[config.mk]
export PLATFORM = sky130hd
export DESIGN_NAME = instruction_fetch_unit
export DESIGN_NICKNAME = d
export VERILOG_FILES = /design/src/rtl/instruction_fetch_unit_pkg.sv /design/src/rtl/instruction_fetch_unit_fetch_fifo.sv /design/src/rtl/instruction_fetch_unit.sv
export SDC_FILE = /design/constraint.sdc
export NUM_CORES = 1
export LEC_CHECK = 0
export CORE_UTILIZATION = 30
export CTS_BUF_LIST = sky130_fd_sc_hd__clkbuf_16
export DETAILED_ROUTE_END_ITERATION = 7
export SETUP_SLACK_MARGIN = 0.5
export SLEW_MARGIN = 20
export SYNTH_ARGS = -nofsm -noshare
export SYNTH_HDL_FRONTEND = slang
export SYNTH_HIERARCHICAL = 1
export SYNTH_SLANG_ARGS = --single-unit
[constraint.sdc]
create_clock -name clk -period 4.2 [get_ports clk]
set_input_delay 0.63 -clock clk [delete_from_list [all_inputs] [get_ports clk]]
set_output_delay 0.63 -clock clk [all_outputs]
set_load 0.02 [all_outputs]
[src/rtl/instruction_fetch_unit_pkg.sv]
// rtl/instruction_fetch_unit_pkg.sv - shared types and constants for the fetch stage
//
// Purpose: fetch FSM state encoding, default reset PC and instruction word size.
// Ports:   none (package).

package instruction_fetch_unit_pkg;

   typedef enum logic [1:0] {
      IDLE = 2'd0,
      REQ  = 2'd1,
      WAIT = 2'd2,
      DROP = 2'd3
   } fetch_state_t;

   localparam logic [31:0] RESET_PC_DEFAULT = 32'h0040_0000;
   localparam logic [31:0] WORD_BYTES       = 32'd4;

endpackage

[src/rtl/instruction_fetch_unit_fetch_fifo.sv]
// rtl/instruction_fetch_unit_fetch_fifo.sv - prefetch FIFO holding {instr, pc+4}
//
// Purpose: synchronous FIFO with registered storage; head is read directly from storage.
// Ports:
//   clk, reset        clock, asynchronous active-high reset
//   push, push_data   write one entry (ignored when full)
//   pop               drop the head entry (ignored when empty)
//   flush             empty the FIFO; wins over push and pop
//   head_data         current head entry
//   head_valid        FIFO not empty
//   count             number of stored entries

module instruction_fetch_unit_fetch_fifo #(
   parameter int WIDTH = 64,
   parameter int DEPTH = 2
) (
   input  logic                     clk,
   input  logic                     reset,
   input  logic                     push,
   input  logic [WIDTH-1:0]         push_data,
   input  logic                     pop,
   input  logic                     flush,
   output logic [WIDTH-1:0]         head_data,
   output logic                     head_valid,
   output logic [$clog2(DEPTH):0]   count
);

   localparam int AW = $clog2(DEPTH);
   localparam logic [AW:0] FULL_COUNT = (AW + 1)'(DEPTH);

   logic [WIDTH-1:0] mem [DEPTH];
   logic [AW-1:0]    wr_ptr;
   logic [AW-1:0]    rd_ptr;
   logic             do_push;
   logic             do_pop;

   assign do_push    = push && (count != FULL_COUNT);
   assign do_pop     = pop && (count != '0);
   assign head_valid = (count != '0);
   assign head_data  = mem[rd_ptr];

   // Storage is reset too so that every output reads 0 straight out of reset.
   always_ff @(posedge clk or posedge reset) begin
      if (reset) begin
         wr_ptr <= '0;
         rd_ptr <= '0;
         count  <= '0;
         for (int i = 0; i < DEPTH; i++) begin
            mem[i] <= '0;
         end
      end else if (flush) begin
         wr_ptr <= '0;
         rd_ptr <= '0;
         count  <= '0;
      end else begin
         if (do_push) begin
            mem[wr_ptr] <= push_data;
            wr_ptr      <= wr_ptr + 1'b1;
         end
         if (do_pop) begin
            rd_ptr <= rd_ptr + 1'b1;
         end
         case ({do_push, do_pop})
            2'b10:   count <= count + 1'b1;
            2'b01:   count <= count - 1'b1;
            default: count <= count;
         endcase
      end
   end

endmodule

[src/rtl/instruction_fetch_unit.sv]
// rtl/instruction_fetch_unit.sv - fetch stage feeding the IF/ID register
//
// Purpose: owns the fetch PC, issues one outstanding word read at a time, buffers
//          returned words with their PC+4 in a prefetch FIFO, handles redirects.
// Ports:
//   clk, reset                 clock, asynchronous active-high reset
//   stall_i                    IF/ID not accepting; head entry held
//   redirect_i, redirect_pc_i  one-cycle redirect pulse and its target
//   imem_req_o, imem_addr_o    read request and word-aligned address
//   imem_ready_i               memory accepts the request this cycle
//   imem_rvalid_i, imem_rdata_i read response
//   instr_valid_o, instr_o, pc_plus_4_o  FIFO head toward decode

module instruction_fetch_unit
   import instruction_fetch_unit_pkg::*;
#(
   parameter logic [31:0] RESET_PC   = RESET_PC_DEFAULT,
   parameter int          FIFO_DEPTH = 2
) (
   input  logic        clk,
   input  logic        reset,
   input  logic        stall_i,
   input  logic        redirect_i,
   input  logic [31:0] redirect_pc_i,
   output logic        imem_req_o,
   output logic [31:0] imem_addr_o,
   input  logic        imem_ready_i,
   input  logic        imem_rvalid_i,
   input  logic [31:0] imem_rdata_i,
   output logic        instr_valid_o,
   output logic [31:0] instr_o,
   output logic [31:0] pc_plus_4_o
);

   localparam int CW = $clog2(FIFO_DEPTH) + 1;

   fetch_state_t state, state_nx;
   logic [31:0]  fetch_pc, fetch_pc_nx;
   logic [31:0]  inflight_pc, inflight_pc_nx;
   logic [31:0]  redirect_target;
   logic         fifo_push;
   logic         fifo_pop;
   logic [CW-1:0] fifo_count;
   logic         fifo_has_space;
   logic [63:0]  head_data;

   assign redirect_target = redirect_pc_i & ~32'h0000_0003;
   assign fifo_has_space  = (fifo_count < CW'(FIFO_DEPTH));
   assign fifo_pop        = instr_valid_o && !stall_i && !redirect_i;

   assign imem_req_o  = (state == REQ);
   assign imem_addr_o = fetch_pc;
   assign instr_o     = head_data[63:32];
   assign pc_plus_4_o = head_data[31:0];

   always_ff @(posedge clk or posedge reset) begin
      if (reset) begin
         state       <= IDLE;
         fetch_pc    <= RESET_PC;
         inflight_pc <= '0;
      end else begin
         state       <= state_nx;
         fetch_pc    <= fetch_pc_nx;
         inflight_pc <= inflight_pc_nx;
      end
   end

   always_comb begin
      state_nx       = state;
      fetch_pc_nx    = fetch_pc;
      inflight_pc_nx = inflight_pc;
      fifo_push      = 1'b0;
      case (state)
         // Only request when a slot is free, so the response can always be pushed.
         IDLE: begin
            if (!redirect_i && fifo_has_space) state_nx = REQ;
         end
         // An accepted request must still be drained even if a redirect arrives with it.
         REQ: begin
            if (imem_ready_i) begin
               state_nx       = redirect_i ? DROP : WAIT;
               inflight_pc_nx = fetch_pc;
               fetch_pc_nx    = fetch_pc + WORD_BYTES;
            end
         end
         WAIT: begin
            if (redirect_i) begin
               state_nx = imem_rvalid_i ? IDLE : DROP;
            end else if (imem_rvalid_i) begin
               fifo_push = 1'b1;
               state_nx  = IDLE;
            end
         end
         DROP: begin
            if (imem_rvalid_i) state_nx = IDLE;
         end
         default: state_nx = IDLE;
      endcase
      // Redirect overrides any PC update made above.
      if (redirect_i) fetch_pc_nx = redirect_target;
   end

   instruction_fetch_unit_fetch_fifo #(
      .WIDTH (64),
      .DEPTH (FIFO_DEPTH)
   ) u_fifo (
      .clk        (clk),
      .reset      (reset),
      .push       (fifo_push),
      .push_data  ({imem_rdata_i, inflight_pc + WORD_BYTES}),
      .pop        (fifo_pop),
      .flush      (redirect_i),
      .head_data  (head_data),
      .head_valid (instr_valid_o),
      .count      (fifo_count)
   );

endmodule

* Word level (Yosys, flattened, before mapping) *
Index checks and enable logic that the tools add are counted.

word-level totals
  flip-flop bits (word level) = 198
  word-level logic and storage cells = 73
  output and inout port bits = 98
  bits of input ports = 70

cells by class
  reductions and logical operators = 19
  order comparisons = 4
  bitwise logic cells = 3
  eq/ne operators = 8
  multiplexer cells = 25
  $add $sub $neg = 6

operators by type and width
  kind                                                         number
  2-to-1 mux 64 bit                                            4
  bitwise mux 128 bit                                          1
  2-to-1 mux 32 bit                                            3
  adder 32 x 3 -> 32 bit (second input constant)               2
  demux 64 bit (select 1 bit)                                  1
  2-to-1 mux 2 bit                                             6
  nonzero test 2 bit                                           5
  2-to-1 mux 1 bit                                             8
  one-hot mux 2 bit (4 select lines)                           1
  AND reduction 2 bit                                          4
  equality test 2 bit (second input constant)                  3
  logical AND 1 bit                                            6
  equality test 2 x 1 -> 1 bit (second input constant)         2
  >= comparator 2 bit (second input constant)                  2
  != test 2 bit (second input constant)                        2
  inverter 1 -> 2 bit                                          2
  one-hot mux 2 bit (2 select lines)                           1
  nonzero test 3 bit                                           1
  adder 1 bit (second input constant)                          2
  adder 2 x 1 -> 2 bit (second input constant)                 1
  zero test 1 bit                                              2
  zero test 2 bit                                              1
  less-than comparator 2 x 1 -> 1 bit (second input constant)  1
  less-than comparator 2 bit (second input constant)           1
  3 further kinds                                              3

* Logic depth before layout (Yosys ltp) *
Gate-level depths: netlist of the first run.

  word-level depth = 7
  gate-level depth with buffers = 7
  gate-level depth less buffers = 6

* Cells and area by module *
The synthesis of the first run kept the hierarchy.

modules (own cells, without submodules)
  module                             cells an instance  instances  area each (µm²)  seq. area each (µm²)
  instruction_fetch_unit_fetch_fifo  366                1          5894.4           3303.2
  instruction_fetch_unit             415                1          3517.1           1552.7

* Least setup slack after synthesis of the first run *
OpenSTA, ideal clock, no wires.

  path type = input to register
  start = in redirect_i
  end = reg u_fifo/mem[100] (netlist name)
  setup slack = 1.644 ns
  stages on the path = 7
  library setup time = 0.125 ns
  data required time = 4.075 ns
  arrival = 2.431 ns
  cells stage by stage = clkbuf_1 nor2_1 and3_1 inv_1 nor4_4 buf_6 mux2_4

between the ends
  cells in the longest elaborated chain, start to end = 4

ends and longest elaborated chain
  item                                  RTL line                                 text
  from (decl)                           instruction_fetch_unit.sv:23             input logic redirect_i,
  2-to-1 mux 1 bit                      instruction_fetch_unit.sv:87             if (redirect_i) begin
  2-to-1 mux 1 bit                      instruction_fetch_unit.sv:73             case (state)
  net fifo_push                         instruction_fetch_unit.sv:41             logic fifo_push;
  logical AND 1 bit                     instruction_fetch_unit_fetch_fifo.sv:37  assign do_push = push && (count != FULL_COUNT);
  AND reduction 2 bit (no source line)  --
  to (signal, indexed assignment)       instruction_fetch_unit_fetch_fifo.sv:57  mem[wr_ptr] <= push_data;
  to (decl)                             instruction_fetch_unit_fetch_fifo.sv:31  logic [WIDTH-1:0] mem [DEPTH];

The timed path passes the listed nets, and every way through them passes these cells.
A chain may end at the register's enable or synchronous reset.

* Worst setup path after layout of the first run *
  start = reg u_fifo.rd_ptr
  end = out pc_plus_4_o[16]

between the ends
  cells in the longest elaborated chain, start to end = 4

ends and longest elaborated chain
  item                                                   RTL line                                 text
  from (decl)                                            instruction_fetch_unit_fetch_fifo.sv:33  logic [AW-1:0] rd_ptr;
  from (signal assigned)                                 instruction_fetch_unit_fetch_fifo.sv:61  rd_ptr <= rd_ptr + 1'b1;
  inverter 1 -> 2 bit (implied by the code)              instruction_fetch_unit_fetch_fifo.sv:40  assign head_data = mem[rd_ptr];
  2-to-1 mux 64 bit (implied by the code) (3 in series)  instruction_fetch_unit_fetch_fifo.sv:40
  to (decl)                                              instruction_fetch_unit.sv:32             output logic [31:0] pc_plus_4_o

No other way between the ends. The select of a mux whose other input is x is not followed.

==> flow_summary.json, run 1 <==
{
  "status": "finished with violations",
  "violations": "design-rule violations",
  "powerDensity_nw_per_um2": 564.0,
  "portBuffers": 163,
  "fp.dieH_um": 179.1,
  "cts_root_buf": "clkbuf_16",
  "postSynthCellCount": 781,
  "fin_skew_ps": 11.10,
  "die_x_um": 179.1,
  "design_area_sq_um": 12090,
  "period_needed_ps": 2995,
  "end_kind": "output port",
  "drtIter0Drc": 335,
  "yosysSeqAreaShare_pct": 51.60,
  "clock_path_buffers": 2,
  "p_leak_nw": 5.311,
  "cts_sinks": 194,
  "worstPathCellList": "buf_12 -> mux2_2 -> clkdlybuf4s50_1",
  "drtAntennaViolNets": 0,
  "post_cts_resized": 0,
  "rows": 64,
  "area_growth_pct": 28.41,
  "seqCellArea_sq_um": 4857,
  "grt_pass1_wl_um": 35180,
  "rsz0062_at_grt": "false",
  "first_global_vias": 6489,
  "critPathBufInv": 2,
  "layout.cells.most_common": "dfrtp_1",
  "start_util_pct": 30.61,
  "finalSetupViolCount": 0,
  "holdCritPathClass": "reg -> reg",
  "coreArea_sq_um": 30750,
  "dpl_cell_area_sq_um": 11510,
  "hold_viol": 0,
  "synth_area_per_cell_sq_um": 12.05,
  "cp.arrival_ps": 2360,
  "cts_setup_buffers": 0,
  "cp-start-kind": "register",
  "fillCellCount": 2958,
  "grt_overflow_total": 0,
  "cts_buffers": 17,
  "worstPathRequired_ps": 3570,
  "insertion_delay_ps": 440,
  "tightest_slew_ps": 867.7,
  "dp_hpwl_um": 15090,
  "wl_um": 21710,
  "layout_common_cells": "dfrtp_1, clkdlybuf4s50_1, mux2_2, nand2_1, mux2_4",
  "fin_util_pct": 39.30,
  "max-vdd-ir-drop_uv": 291.7,
  "slew_headroom_pct": 42.03,
  "grtUsageTotal_pct": 14.01,
  "cts_tree": "built",
  "crit_family": "buffers and inverters",
  "cp_max_fo": 55,
  "wl_per_cell_um": 16.07,
  "num_vias": 6397,
  "drv_slew": 0,
  "netlist_area_sq_um": 9412,
  "cp_slowest_cell": "clkdlybuf4s50_1",
  "ys_types": 51,
  "io_pins": 168,
  "multiInputGateArea_sq_um": 4294,
  "maxCapViolCount": 0,
  "dr.pass1.iters": 7,
  "yosys_warnings": 6,
  "htreeDepth": 4,
  "fin_nets": 1014,
  "grt_max_degree": 65,
  "vias_per_cell": 4.735,
  "fin_tns_setup_ps": 0,
  "max_freq_mhz": 333.9,
  "drive_above_1_share_pct": 26.07,
  "ys_ff_latch": 194,
  "gp_congestion": 0.7492,
  "antenna_cells": 0,
  "slowest_delay_ps": 630,
  "clk_pin_slew_ps": 80,
  "finalCritPeriodShare_pct": 71.30,
  "antenna_found_initial": 0,
  "hold_buffers": 0,
  "criticalPathCategory": "reg -> out",
  "route.detailed.drc": 32,
  "die-area_sq_um": 32080
}
==> report_power, final <==
| part | switching [mW] | leakage [nW] | internal, mW |
|---|---|---|---|
| registers | 0.383 | 2.51 | 2.37 |
| logic | 1.14 | 2.52 | 1.33 |
| clock network | 0.802 | 0.282 | 0.791 |
| total | 2.33 | 5.31 | 4.49 |
==> cells by family (layout without fill, tap and decap cells) <==
family / after synthesis / after routing / synth area share (%)
adders and majority gates: 2 / 2 / 0.2658
buffers and inverters: 56 / 225 / 2.978
AOI/OAI and AO/OA: 65 / 65 / 4.334
muxes: 195 / 195 / 24.90
and+or+nand+nor: 230 / 230 / 12.35
DFF: 194 / 194 / 51.60
xor gates and xnor gates: 38 / 38 / 3.536
other: 1 / 6 / 0.03984
==> through the flow <==
step	setup slack, ps	hold slack [ps]	power (mW)	instances
final	1205	485.5	6.816	1351
after global routing	1087	507.2	7.238	1351
after CTS	1158	492.6	6.924	1351
after detailed placement	997.9	474.5	5.277	1319
after global placement	1038	466.0	5.229	1319
after floorplan	1644	454.1	4.236	786
==> sequential cells by signal (all words and copies together) (netlist names) <==
name	cells
state	2
u_fifo/mem	128
u_fifo/count	2
inflight_pc	30
imem_addr_o	30
u_fifo/rd_ptr	1
u_fifo/wr_ptr	1
==> per-layer routing <==
layer | wire length (um) | GRT usage [%]
met3 | 1393 | 3.329
met5 | 0 | 0
met4 | 168 | 3.887
met1 | 10720 | 19.72
met2 | 9425 | 21.30
==> final cells by class <==
type,count,area share (%)
Sequential cell,194,40.19
Multi-Input combinational cell,536,35.53
Clock buffer,17,3.520
Inverter,15,0.5073
Tap cell,396,4.100
Timing Repair Buffer,178,14.95
Clock inverter,15,1.201
==> path summary, 6_finish.rpt <==
path / depth (start not counted) / slack, ps / start / end
setup / recovery: 3 / 1210 / u_fifo/rd_ptr / pc_plus_4_o[16]
max in group asynchronous: 3 / 2600 / reset / u_fifo/mem[63]
min in group asynchronous: 2 / 760 / reset / inflight_pc[30]
setup reg to reg: 6 / 1640 / state[0] / u_fifo/mem[123]
hold reg to reg: 1 / 490 / u_fifo/mem[78] / u_fifo/mem[78]
hold / removal: 1 / 490 / u_fifo/mem[78] / u_fifo/mem[78]
==> cells in the mapped netlist, drive strengths merged <==
cell type | number | area share (%)
a211o | 1 | 0.093
a21o | 1 | 0.080
a21oi | 5 | 0.27
a31oi | 15 | 1.0
and2 | 3 | 0.20
and3 | 2 | 0.13
and3b | 1 | 0.093
and4 | 8 | 0.74
buf | 19 | 1.5
clkbuf | 22 | 0.88
conb | 1 | 0.040
dfrtp | 193 | 51
dfstp | 1 | 0.28
ha | 2 | 0.27
inv | 15 | 0.60
mux2 | 193 | 25
mux2i | 2 | 0.21
nand2 | 108 | 4.3
nand2b | 3 | 0.20
nand3 | 18 | 0.96
nand3b | 1 | 0.080
nand4 | 11 | 0.73
nand4b | 2 | 0.35
nor2 | 24 | 0.96
nor2b | 2 | 0.13
nor3 | 15 | 0.80
nor3b | 2 | 0.16
nor4 | 4 | 0.43
nor4b | 1 | 0.093
o211a | 1 | 0.11
o211ai | 4 | 0.32
o21a | 1 | 0.080
o21ai | 21 | 1.1
o22ai | 1 | 0.067
o31a | 1 | 0.093
o31ai | 14 | 1.1
or2 | 2 | 0.13
or3 | 3 | 0.20
or4 | 19 | 1.6
or4b | 1 | 0.11
xnor2 | 20 | 1.9
xor2 | 18 | 1.7
Power figures use the tool's default switching activity.
==> inputs of run 2 (changes only) <==
clock period = 3.01 ns   (was 4.2 ns; I/O delays follow)
==> flow_summary.json, run 2 (synthesis gave the netlist of run 1 again) <==
{
  "route.detailed.drc": 32,
  "first_global_vias": 6496,
  "multiInputGateArea_sq_um": 4307,
  "wl_um": 22320,
  "vias_per_cell": 4.695,
  "grt_overflow_total": 0,
  "tightest_slew_ps": 821.1,
  "drv_slew": 0,
  "fin_skew_ps": 16.01,
  "drtAntennaViolNets": 0,
  "criticalPathCategory": "reg -> out",
  "hold_depth": 1,
  "grt_max_degree": 65,
  "slew_headroom_pct": 45.13,
  "holdCritPathClass": "reg -> reg",
  "gr-usage-met1_pct": 20.65,
  "antenna_found_initial": 0,
  "largest-register": "u_fifo/mem",
  "layout_common_cells": "dfrtp_1, mux2_2, nand2_1, clkdlybuf4s50_1, mux2_4",
  "largest_reg_flops": 128,
  "finalCritPeriodShare_pct": 84.02,
  "gr-usage-met2_pct": 20.98,
  "rows": 64,
  "grt_busiest_layer": "met2",
  "drive_above_1_share_pct": 27.07,
  "r2r_end": "u_fifo/mem[85]",
  "grtUsageTotal_pct": 14.31,
  "wl_per_cell_um": 16.41,
  "sw_frac_of_total_pct": 34.81,
  "finalPower_mw": 9.423,
  "end_kind": "output port",
  "dr.pass1.iters": 8,
  "p_int_mw": 6.143,
  "rsz0062_at_grt": "true",
  "num_vias": 6385,
  "coreArea_sq_um": 30750,
  "grtUsageMet3_pct": 3.880,
  "seqCellArea_sq_um": 4860,
  "grt_pass1_wl_um": 35620,
  "cp-start-kind": "register",
  "worstPathRequired_ps": 2560,
  "max-vdd-ir-drop_uv": 399.6,
  "cts_tree": "built",
  "fin_tns_setup_ps": 0,
  "finalSetupViolCount": 0,
  "hold_path_end": "u_fifo/mem[78]",
  "dpl_cell_area_sq_um": 11560,
  "p_comb_share_pct": 34.9,
  "cp.arrival_ps": 2080,
  "dp_hpwl_um": 14950,
  "cts_buffers": 17,
  "maxCapViolCount": 0,
  "period_needed_ps": 2529,
  "start_util_pct": 30.61,
  "hold_viol": 0,
  "die-area_sq_um": 32080,
  "r2r_slack_ps": 650,
  "portBuffers": 163,
  "fin_util_pct": 40.01,
  "design_area_sq_um": 12300,
  "clk_pin_slew_ps": 80,
  "insertion_delay_ps": 440,
  "pwr-share-seq_pct": 40.8,
  "worstRegToRegCells": 5,
  "stdcell_count": 1360,
  "cts_sinks": 194,
  "min_from": "u_fifo/mem[78]",
  "max_freq_mhz": 395.4,
  "hold_buffers": 0,
  "io_pins": 168,
  "fin_nets": 1023,
  "fillCellCount": 2967,
  "powerDensity_nw_per_um2": 765.9,
  "drtIter0Drc": 306,
  "fp.dieH_um": 179.1,
  "p_leak_nw": 5.860,
  "htreeDepth": 4,
  "clock_path_buffers": 2,
  "status": "finished with violations",
  "cts_root_buf": "clkbuf_16",
  "place_inst": 1322,
  "p_switching_mw": 3.281,
  "antenna_cells": 0,
  "die_x_um": 179.1,
  "area_growth_pct": 30.72,
  "gp_congestion": 0.7557,
  "power.share.clock_pct": 24.3,
  "layout.cells.most_common": "dfrtp_1",
  "violations": "design-rule violations",
  "startpoint": "u_fifo/rd_ptr",
  "cp_max_fo": 14,
  "r2r_start": "inflight_pc[7]"
}
[run 2: cell types whose count changed in the layout (fill, tap and decap cells not counted), moves of 2 or more]
cell	before	now
dlymetal6s2s_1	0	27
clkinv_8	2	5
buf_16	0	2
buf_4	10	15
nor4_1	3	1
dlygate4sd2_1	0	30
inv_8	3	5
inv_6	6	2
clkdlybuf4s50_1	163	106
clkinv_2	2	0
nor4_2	0	2
[run 2: worst max path at each step]
stage                                  to  slack (ps)  cells past startpoint
after global routing      pc_plus_4_o[31]         410                      3
after CTS                 pc_plus_4_o[24]         360                      3
after global placement    u_fifo/mem[103]         290                      7
final                          instr_o[1]         480                      3
after detailed placement  u_fifo/mem[125]         280                      7
after floorplan           u_fifo/mem[100]         630                      7
[run 2: worst max-delay path: stages, from the launching register on]
cell and delay, ps:
dfrtp_4 540, buf_16 190, mux2_2 350, clkdlybuf4s50_1 540
[run 2: per-stage QoR]
stage                     worst slack, ps  hold slack, ps
after CTS                           358.3           506.5
final                               481.0           501.0
after detailed placement            284.9           486.9
after global placement              291.2           467.0
after floorplan                     632.8           454.1
after global routing                414.4           515.3
[run 2: per-layer routing]
| layer | wire length, um | vias up |
|---|---|---|
| met2 | 9621 | 165 |
| li1 | - | 3119 |
| met4 | 48 | 0 |
| met1 | 11070 | 3099 |
| met5 | 0 | - |
| met3 | 1577 | 2 |
[run 2: power by group through the flow]
| stage | sequential (mW) | combinational (mW) | clock [mW] |
|---|---|---|---|
| after floorplan | 3.78 | 2.13 | 0 |
| after global placement | 3.86 | 3.45 | 0 |
| after detailed placement | 3.89 | 3.49 | 0 |
| after CTS | 3.85 | 3.38 | 2.39 |
| after global routing | 3.96 | 3.57 | 2.49 |
| final | 3.84 | 3.29 | 2.29 |
[run 2: area by class of cell]
cell class	count	share of cell area, %
Clock inverter	15	1.475
Tap cell	396	4.027
Sequential cell	194	39.50
Inverter	15	0.4882
Timing Repair Buffer	187	16.05
Clock buffer	17	3.458
Multi-Input combinational cell	536	35.00
[run 2: what timing repair did]
action	CTS	global route
setup endpoints to repair	56	38
gates cloned	1	1
pin swaps	0	0
resized for setup	33	29
setup buffers	3	1
